$ cat src/rtl/avl_arb_pkg.sv
// Shared types and constants for the Avalon-ST packet arbiter.
package avl_arb_pkg;

    // Arbiter FSM: IDLE arbitrates between sop-valid requesters, BUSY owns the port.
    typedef enum logic {
        IDLE = 1'b0,
        BUSY = 1'b1
    } arb_state_e;

    // Largest supported requester count.
    localparam int MAX_REQ = 4;

    // Width of the optional statistics counters.
    localparam int CNT_W = 16;

endpackage

$ cat src/rtl/avl_pkt_arbiter_rr_pick.sv
// rr_pick: combinational round-robin picker. Returns the first request at or
// after ptr_i (wrapping) as a one-hot grant plus its index, and whether any
// request is present.
module rr_pick
    import avl_arb_pkg::*;
#(
    parameter int N  = 2,
    parameter int IW = 1
) (
    input  logic [N-1:0]  req_i,
    input  logic [IW-1:0] ptr_i,
    output logic [N-1:0]  gnt_o,
    output logic [IW-1:0] idx_o,
    output logic          any_o
);

    logic [2*N-1:0] dbl;
    logic [N-1:0]   rot;
    logic [IW:0]    sum;

    // Rotate requests so that bit 0 is the pointer position, then take the lowest set bit.
    always_comb begin
        // NOTE: every comb output gets a default first so no path leaves it unassigned (no latch).
        dbl   = {req_i, req_i} >> ptr_i;
        rot   = dbl[N-1:0];
        sum   = '0;
        idx_o = '0;
        gnt_o = '0;
        any_o = |req_i;
        for (int i = N - 1; i >= 0; i--) begin
            if (rot[i]) begin
                sum = {1'b0, ptr_i} + (IW + 1)'(i);
                if (sum >= (IW + 1)'(N)) begin
                    sum = sum - (IW + 1)'(N);
                end
                idx_o = sum[IW-1:0];
            end
        end
        if (any_o) begin
            gnt_o[idx_o] = 1'b1;
        end
    end

endmodule

$ cat src/rtl/avl_pkt_arbiter.sv
// avl_pkt_arbiter: packet-atomic round-robin arbiter sharing one Avalon-ST
// port between NUM_REQ requesters. A grant is held from sop to eop and
// waitrequest is forwarded only to the granted requester.
// Optional statistics counters are enabled with `define AVL_ARB_STATS_EN.
module avl_pkt_arbiter
    import avl_arb_pkg::*;
#(
    parameter  int NUM_REQ   = 2,
    parameter  int WIDTH_PKT = 546,
    localparam int IDX_W     = $clog2(NUM_REQ)
) (
    input  logic                         clk,
    input  logic                         rst,
    input  logic [NUM_REQ*WIDTH_PKT-1:0] req_data,
    input  logic [NUM_REQ-1:0]           req_valid,
    input  logic [NUM_REQ-1:0]           req_sop,
    input  logic [NUM_REQ-1:0]           req_eop,
    output logic [NUM_REQ-1:0]           req_ready,
    output logic [WIDTH_PKT-1:0]         avl_data,
    output logic                         avl_valid,
    output logic                         avl_sop,
    output logic                         avl_eop,
    input  logic                         avl_waitrequest,
`ifdef AVL_ARB_STATS_EN
    output logic [NUM_REQ*CNT_W-1:0]     pkt_cnt,
    output logic [CNT_W-1:0]             drop_cnt,
`endif
    output logic [IDX_W-1:0]             grant_id
);

    arb_state_e         state_q;
    logic [IDX_W-1:0]   grant_id_q;
    logic [NUM_REQ-1:0] grant_oh_q;
    logic [IDX_W-1:0]   rr_ptr_q;
    logic [IDX_W-1:0]   rr_ptr_d;

    logic [NUM_REQ-1:0] cand;
    logic [NUM_REQ-1:0] pick_gnt;
    logic [IDX_W-1:0]   pick_idx;
    logic               pick_any;
    logic               xfer_eop;

    assign cand     = req_valid & req_sop;
    assign grant_id = grant_id_q;
    assign xfer_eop = (state_q == BUSY) & avl_valid & avl_eop & ~avl_waitrequest;
    assign rr_ptr_d = (grant_id_q == IDX_W'(NUM_REQ - 1)) ? '0 : grant_id_q + IDX_W'(1);

    rr_pick #(
        .N  (NUM_REQ),
        .IW (IDX_W)
    ) u_rr_pick (
        .req_i (cand),
        .ptr_i (rr_ptr_q),
        .gnt_o (pick_gnt),
        .idx_o (pick_idx),
        .any_o (pick_any)
    );

    // Port mux: in BUSY pass the granted requester through with zero latency; in IDLE drain stray non-sop words.
    always_comb begin
        avl_data  = '0;
        avl_valid = 1'b0;
        avl_sop   = 1'b0;
        avl_eop   = 1'b0;
        req_ready = '0;
        if (!rst) begin
            if (state_q == BUSY) begin
                for (int i = 0; i < NUM_REQ; i++) begin
                    if (grant_oh_q[i]) begin
                        avl_data  = req_data[i*WIDTH_PKT +: WIDTH_PKT];
                        avl_valid = req_valid[i];
                        avl_sop   = req_sop[i];
                        avl_eop   = req_eop[i];
                    end
                end
                req_ready = grant_oh_q & {NUM_REQ{~avl_waitrequest}};
            end else begin
                req_ready = req_valid & ~req_sop;
            end
        end
    end

    // Arbitration FSM: grant on sop in IDLE, release and advance the pointer on the eop transfer.
    always_ff @(posedge clk) begin
        // NOTE: registered state uses non-blocking assignments so all flops update from the same pre-edge values.
        if (rst) begin
            state_q    <= IDLE;
            grant_id_q <= '0;
            grant_oh_q <= '0;
            rr_ptr_q   <= '0;
        end else begin
            case (state_q)
                IDLE: begin
                    if (pick_any) begin
                        grant_id_q <= pick_idx;
                        grant_oh_q <= pick_gnt;
                        state_q    <= BUSY;
                    end
                end
                BUSY: begin
                    if (xfer_eop) begin
                        rr_ptr_q <= rr_ptr_d;
                        state_q  <= IDLE;
                    end
                end
                default: state_q <= IDLE;
            endcase
        end
    end

`ifdef AVL_ARB_STATS_EN
    logic [NUM_REQ-1:0][CNT_W-1:0] pkt_cnt_q;
    logic [CNT_W-1:0]              drop_cnt_q;
    logic [CNT_W-1:0]              drop_cnt_d;
    logic [CNT_W:0]                drop_sum;
    logic [NUM_REQ-1:0]            drop_vec;

    assign pkt_cnt  = pkt_cnt_q;
    assign drop_cnt = drop_cnt_q;
    assign drop_vec = (state_q == IDLE) ? req_ready : '0;

    // Saturating add of every word dropped this cycle.
    always_comb begin
        drop_sum = {1'b0, drop_cnt_q};
        for (int i = 0; i < NUM_REQ; i++) begin
            if (drop_vec[i]) begin
                drop_sum = drop_sum + (CNT_W + 1)'(1);
            end
        end
        drop_cnt_d = drop_sum[CNT_W] ? '1 : drop_sum[CNT_W-1:0];
    end

    // Per-requester packet counters (wrapping) and the shared drop counter.
    always_ff @(posedge clk) begin
        if (rst) begin
            pkt_cnt_q  <= '0;
            drop_cnt_q <= '0;
        end else begin
            drop_cnt_q <= drop_cnt_d;
            for (int i = 0; i < NUM_REQ; i++) begin
                if (xfer_eop && grant_oh_q[i]) begin
                    pkt_cnt_q[i] <= pkt_cnt_q[i] + CNT_W'(1);
                end
            end
        end
    end
`endif

endmodule

$ cat config.mk
export PLATFORM = sky130hd
export DESIGN_NAME = avl_pkt_arbiter
export DESIGN_NICKNAME = d
export VERILOG_FILES = /design/src/rtl/avl_arb_pkg.sv /design/src/rtl/avl_pkt_arbiter_rr_pick.sv /design/src/rtl/avl_pkt_arbiter.sv
export SDC_FILE = /design/constraint.sdc
export NUM_CORES = 1
export LEC_CHECK = 0
export CAP_MARGIN = 25
export CORE_AREA = 2 2 647 649
export DETAILED_ROUTE_END_ITERATION = 16
export DIE_AREA = 0 0 649 651
export PLACE_DENSITY = 0.3
export SETUP_SLACK_MARGIN = 0.2
export SLEW_MARGIN = 20
export SYNTH_ARGS = -nofsm -noshare
export SYNTH_HDL_FRONTEND = slang
export SYNTH_HIERARCHICAL = 1
export SYNTH_SLANG_ARGS = --single-unit
$ cat constraint.sdc
create_clock -name clk -period 1.5 [get_ports clk]
set_input_delay 0.3 -clock clk [delete_from_list [all_inputs] [get_ports clk]]
set_output_delay 0.3 -clock clk [all_outputs]
set_load 0.02 [all_outputs]
After elaboration in Yosys (flattened, before gate mapping)

Index checks and enable logic that the tools add are counted.

Equal/unequal tests: 0
Div/mod/pow operators: 0
Add/sub/neg operators: 4
Multiply operators: 0
Reduce and logical (&&, ||, !) cells: 4
Multiplexer cells: 28
Bitwise logic cells: 9
Magnitude comparators: 4
Shift operators: 1

Operators by type and width:

| operator                                            | count |
|---|---|
| 2-to-1 mux 546 bit                                  | 4 |
| 2-to-1 mux 1 bit                                    | 20 |
| bitwise AND 2 bit                                   | 3 |
| 2-to-1 mux 2 bit                                    | 2 |
| AND reduction 2 bit                                 | 2 |
| >> shifter 4 x 1 -> 2 bit                           | 1 |
| bitwise AND 1 bit                                   | 3 |
| adder 1 x 1 -> 2 bit, second input constant         | 1 |
| >= comparator 1 x 2 -> 1 bit, second input constant | 1 |
| >= comparator 2 bit, second input constant          | 1 |
| < comparator 1 x 2 -> 1 bit, second input constant  | 1 |
| NOT 1 bit                                           | 2 |
| NOT 2 bit                                           | 1 |
| one-hot mux 1 bit (2 select lines)                  | 1 |
| OR reduction 2 bit                                  | 1 |
| subtractor 1 bit, second input constant             | 2 |
| adder 1 bit, second input constant                  | 1 |
| demux 1 bit (select 1 bit)                          | 1 |
| >= comparator 1 bit, second input constant          | 1 |
| logical AND 1 bit                                   | 1 |

Register bits: 5
Latch bits: 0
Memory bits (read-only): 0
RAM bits: 0
Memories kept: 0

Depth between registers and ports, before layout

Depth after elaboration: 9
Depth in mapped cells: 6

Modules after synthesis

The synthesis kept the hierarchy.

By module, submodules not included:

| module          | cells each | times used | area an instance (um^2) |
|---|---|---|---|
| avl_pkt_arbiter | 1312       | 1          | 7397.1 |
| rr_pick         | 5          | 1          | 32.5 |

Least setup slack after synthesis

No wires, ideal clock.

Kind: input to output
Start point: in rst
End point: out avl_data[535]
Path buffers: 4
Required time: 1.200 ns
Setup slack: -0.130 ns
Cell stages on the path: 6
Data arrival time: 1.330 ns
Cell sequence: buf_6 > nand2b_1 > buf_4 > buf_2 > buf_2 > nor2_1

Longest elaborated chain between the ends: 1

Ends and longest elaborated chain:

| what               | RTL line              | RTL |
|---|---|---|
| start, declared    | avl_pkt_arbiter.sv:13 | `input logic rst,` |
| 2-to-1 mux 546 bit | avl_pkt_arbiter.sv:66 | `if (!rst) begin` |
| end, declared      | avl_pkt_arbiter.sv:19 | `output logic [WIDTH_PKT-1:0] avl_data,` |

No other way between the ends.

Final worst setup path

Start point: reg grant_oh_q[0]
End point: out avl_data[168]

Longest elaborated chain between the ends: 4

Ends and longest elaborated chain:

| what                             | RTL line              | RTL |
|---|---|---|
| start, declared                  | avl_pkt_arbiter.sv:33 | `logic [NUM_REQ-1:0] grant_oh_q;` |
| start signal, assigned           | avl_pkt_arbiter.sv:96 | `grant_oh_q <= pick_gnt;` |
| 2-to-1 mux 546 bit (2 in series) | avl_pkt_arbiter.sv:69 | `if (grant_oh_q[i]) begin` |
| 2-to-1 mux 546 bit               | avl_pkt_arbiter.sv:67 | `if (state_q == BUSY) begin` |
| 2-to-1 mux 546 bit               | avl_pkt_arbiter.sv:66 |  |

No other way between the ends.

==> impl_metrics.ini <==
[run_status]
status = finished with violations
failed_checks = setup timing

[logic_synthesis]
syn_nets = 2418
yosysSeqAreaShare = 0.0135
syn-cell-area_sq_mm = 0.00743
synth.area.top_cells = a22oi_1 (55%), nor2_1 (28%), buf_2 (11%)
synth-seq-cells = 5
synthCells = 1317
synth_cell_types = 21
avgSynthCellArea_sq_um = 5.64
yosysWarnings = 6
netlist.area_leader.share = 0.553
synth_top_area_cell = a22oi_1

[power_and_ir_drop]
clockPowerShare = 0.059
p_int_mw = 4.45
power.total_mw = 7.48
cellLeakagePower_nw = 11.3
irDropWorstVdd_mv = 0.388
combinationalPowerShare = 0.921
p_sw_frac = 0.405
p_switching_mw = 3.03
power_frac_seq = 0.019
power.density_mw_per_mm2 = 198

[cells_and_area]
drive_gt1_frac = 0.339
layout_commonest_cell = clkdlybuf4s50_1
nets = 4164
nFillCells = 48349
multi_input_area_sq_mm = 0.00746
area_delta_synth_final_pct = 409
regArea_sq_um = 105
layout_common_cells = clkdlybuf4s50_1 (1103), nor2_1 (427), a22oi_1 (424)
fin_area_sq_mm = 0.0378

[sta]
tightest_slew_ns = 0.715
report.final.setup_viol = 556
rsz0062_at_grt = true
fin_crit_sh = 1.64
fin_ws_ns = -0.958
fin_crit_ns = 2.46
finalHoldViolations = 0
fin_setup_tns_ns = -402.49
slew_violations = 0
clock_skew_ns = 0.00126
fmax_mhz = 407
slew_headroom = 0.523

[floorplanning]
row_count = 237
die_height_um = 651
die_w_um = 649
ios = 1653
core-area_sq_mm = 0.415
initial_core_util = 0.0179
die-area_sq_mm = 0.422

[critical_path]
critPathArrivalTime_ns = 2.16
r2r-start = grant_oh_q[1]$_SDFFE_PP0P_
cp-start-kind = register
crit_start = grant_oh_q[0]$_SDFFE_PP0P_
required_ns = 1.20
critPathKind = register to output pin
rr_endpoint = rr_ptr_q$_SDFFE_PP0P_
rrSetupSlack_ns = -0.36
reg2reg_depth = 8
path_max_fanout = 7
critical_path.endpoint = avl_data[168]
worstSetupEndpointType = output pin

[route]
drtAntennaViolNets = 0
via_count = 22586
drc = 0
drt_first_iter_violations = 1888
wire_per_inst_um = 45.4
vias_per_cell = 2.60
drt-total-wl_um = 395000
dr.pass1.iters = 5

[cts]
numCtsBuffers = 3
clk_pin_slew_worst_paths_ns = 0.03
cts_buffer_depth = 2
clkSinkCount = 5
insertion_delay_ns = 0.23
clock-root-buffer = clkbuf_16
h-tree-depth = 1
cts_tree = yes

[place]
dpl-instance-area_sq_mm = 0.0348
dp_hpwl_um = 369000
gp_congestion = 0.940
portBuffers = 1652

[grt]
grt_pass1_vias = 20233
grt_usage = 0.177
grt_overflow_total = 0
grt_pass1_wl_um = 435000
grt_max_degree = 80
antenna_found_initial = 632

[min_path]
hp-class = register to register
min_from = rr_ptr_q$_SDFFE_PP0P_

[flow_run]
maxCapViolations = 0
-- worst min path at each step --
| stage | depth (start not counted) | endpoint |
|---|---|---|
| floorplan | 2 | rr_ptr_q$_SDFFE_PP0P_ |
| global placement | 2 | rr_ptr_q$_SDFFE_PP0P_ |
| detailed placement | 2 | rr_ptr_q$_SDFFE_PP0P_ |
| CTS | 2 | rr_ptr_q$_SDFFE_PP0P_ |
| global route | 2 | rr_ptr_q$_SDFFE_PP0P_ |
| finish | 2 | rr_ptr_q$_SDFFE_PP0P_ |
-- layout make-up --
type / count / share of cell area
Timing Repair Buffer: 1925 / 0.607
Multi-Input combinational cell: 1126 / 0.197
Tap cell: 5497 / 0.182
Antenna cell: 128 / 0.00847
Sequential cell: 5 / 0.00278
Clock buffer: 4 / 0.00209
Inverter: 2 / 0.000199
-- synth_stat cells --
cell,n
inv_1,2
nand2b_1,2
or2_1,1
nor3_1,1
a22oi_2,2
dfxtp_1,5
mux2i_1,4
o32a_1,1
buf_4,10
nor4_4,1
a22oi_1,547
clkbuf_1,4
buf_6,1
a21oi_1,1
a21boi_1,3
buf_1,2
nor2b_1,2
nand2_1,2
buf_2,167
nor2_1,557
and2_1,2
-- through the flow --
step	instances	hold slack [ns]	utilization	setup slack, ns
finish	8687	0.500	0.0910	-0.958
global route	8592	0.538	0.0904	-0.984
CTS	8510	0.493	0.0862	-1.04
detailed placement	8471	0.489	0.0838	-1.12
global placement	8471	0.472	0.0838	-1.09
floorplan	1317	0.461	-	-0.0837
-- sequential cells by signal, indices dropped and copies added (netlist names) --
signal / flops
grant_id: 1
grant_oh_q: 2
rr_ptr_q: 1
state_q: 1
-- routing by layer --
metal | global-route usage | vias to the layer above | part of all wire
li1 | - | 8595 | -
met1 | 0.163 | 10256 | 0.31
met4 | 0.0261 | 460 | 0.028
met5 | 0 | - | 0.0078
met2 | 0.310 | 2175 | 0.48
met3 | 0.140 | 1100 | 0.18
-- worst max-delay path, stage by stage, from the launching register on --
cell and delay [ns]:
dfxtp_2 0.31, nor2b_4 0.13, buf_12 0.14, buf_16 0.16, buf_12 0.14, buf_12 0.13, buf_16 0.15, buf_12 0.13
buf_12 0.12, a22oi_2 0.23, nor2_2 0.08, buf_12 0.15
-- power groups by stage --
| stage | clock (mW) | sequential (mW) | combinational (mW) |
|---|---|---|---|
| floorplan | 0 | 0.148 | 1.27 |
| global placement | 0 | 0.149 | 6.20 |
| detailed placement | 0 | 0.149 | 6.21 |
| CTS | 0.449 | 0.145 | 6.59 |
| global route | 0.456 | 0.146 | 7.19 |
| finish | 0.444 | 0.145 | 6.89 |
-- kinds of logic (layout without fill, tap and decap cells) --
family                 Yosys count  after routing  synth area share
AND/OR/NAND/NOR                568            568             0.292
buffers and inverters          186           1931             0.128
flip-flops                       5              5            0.0135
other                            0            128                 0
multiplexers                     4              4           0.00539
AO/OA/AOI/OAI                  554            554             0.561
-- repair_timing --
item	in CTS	in global routing
hold buffers	0	0
cloned	10	24
pin swaps	13	41
setup buffers	25	25
resized for setup	500	342
setup endpoints to repair	556	556
Power figures use the tool's default switching activity.
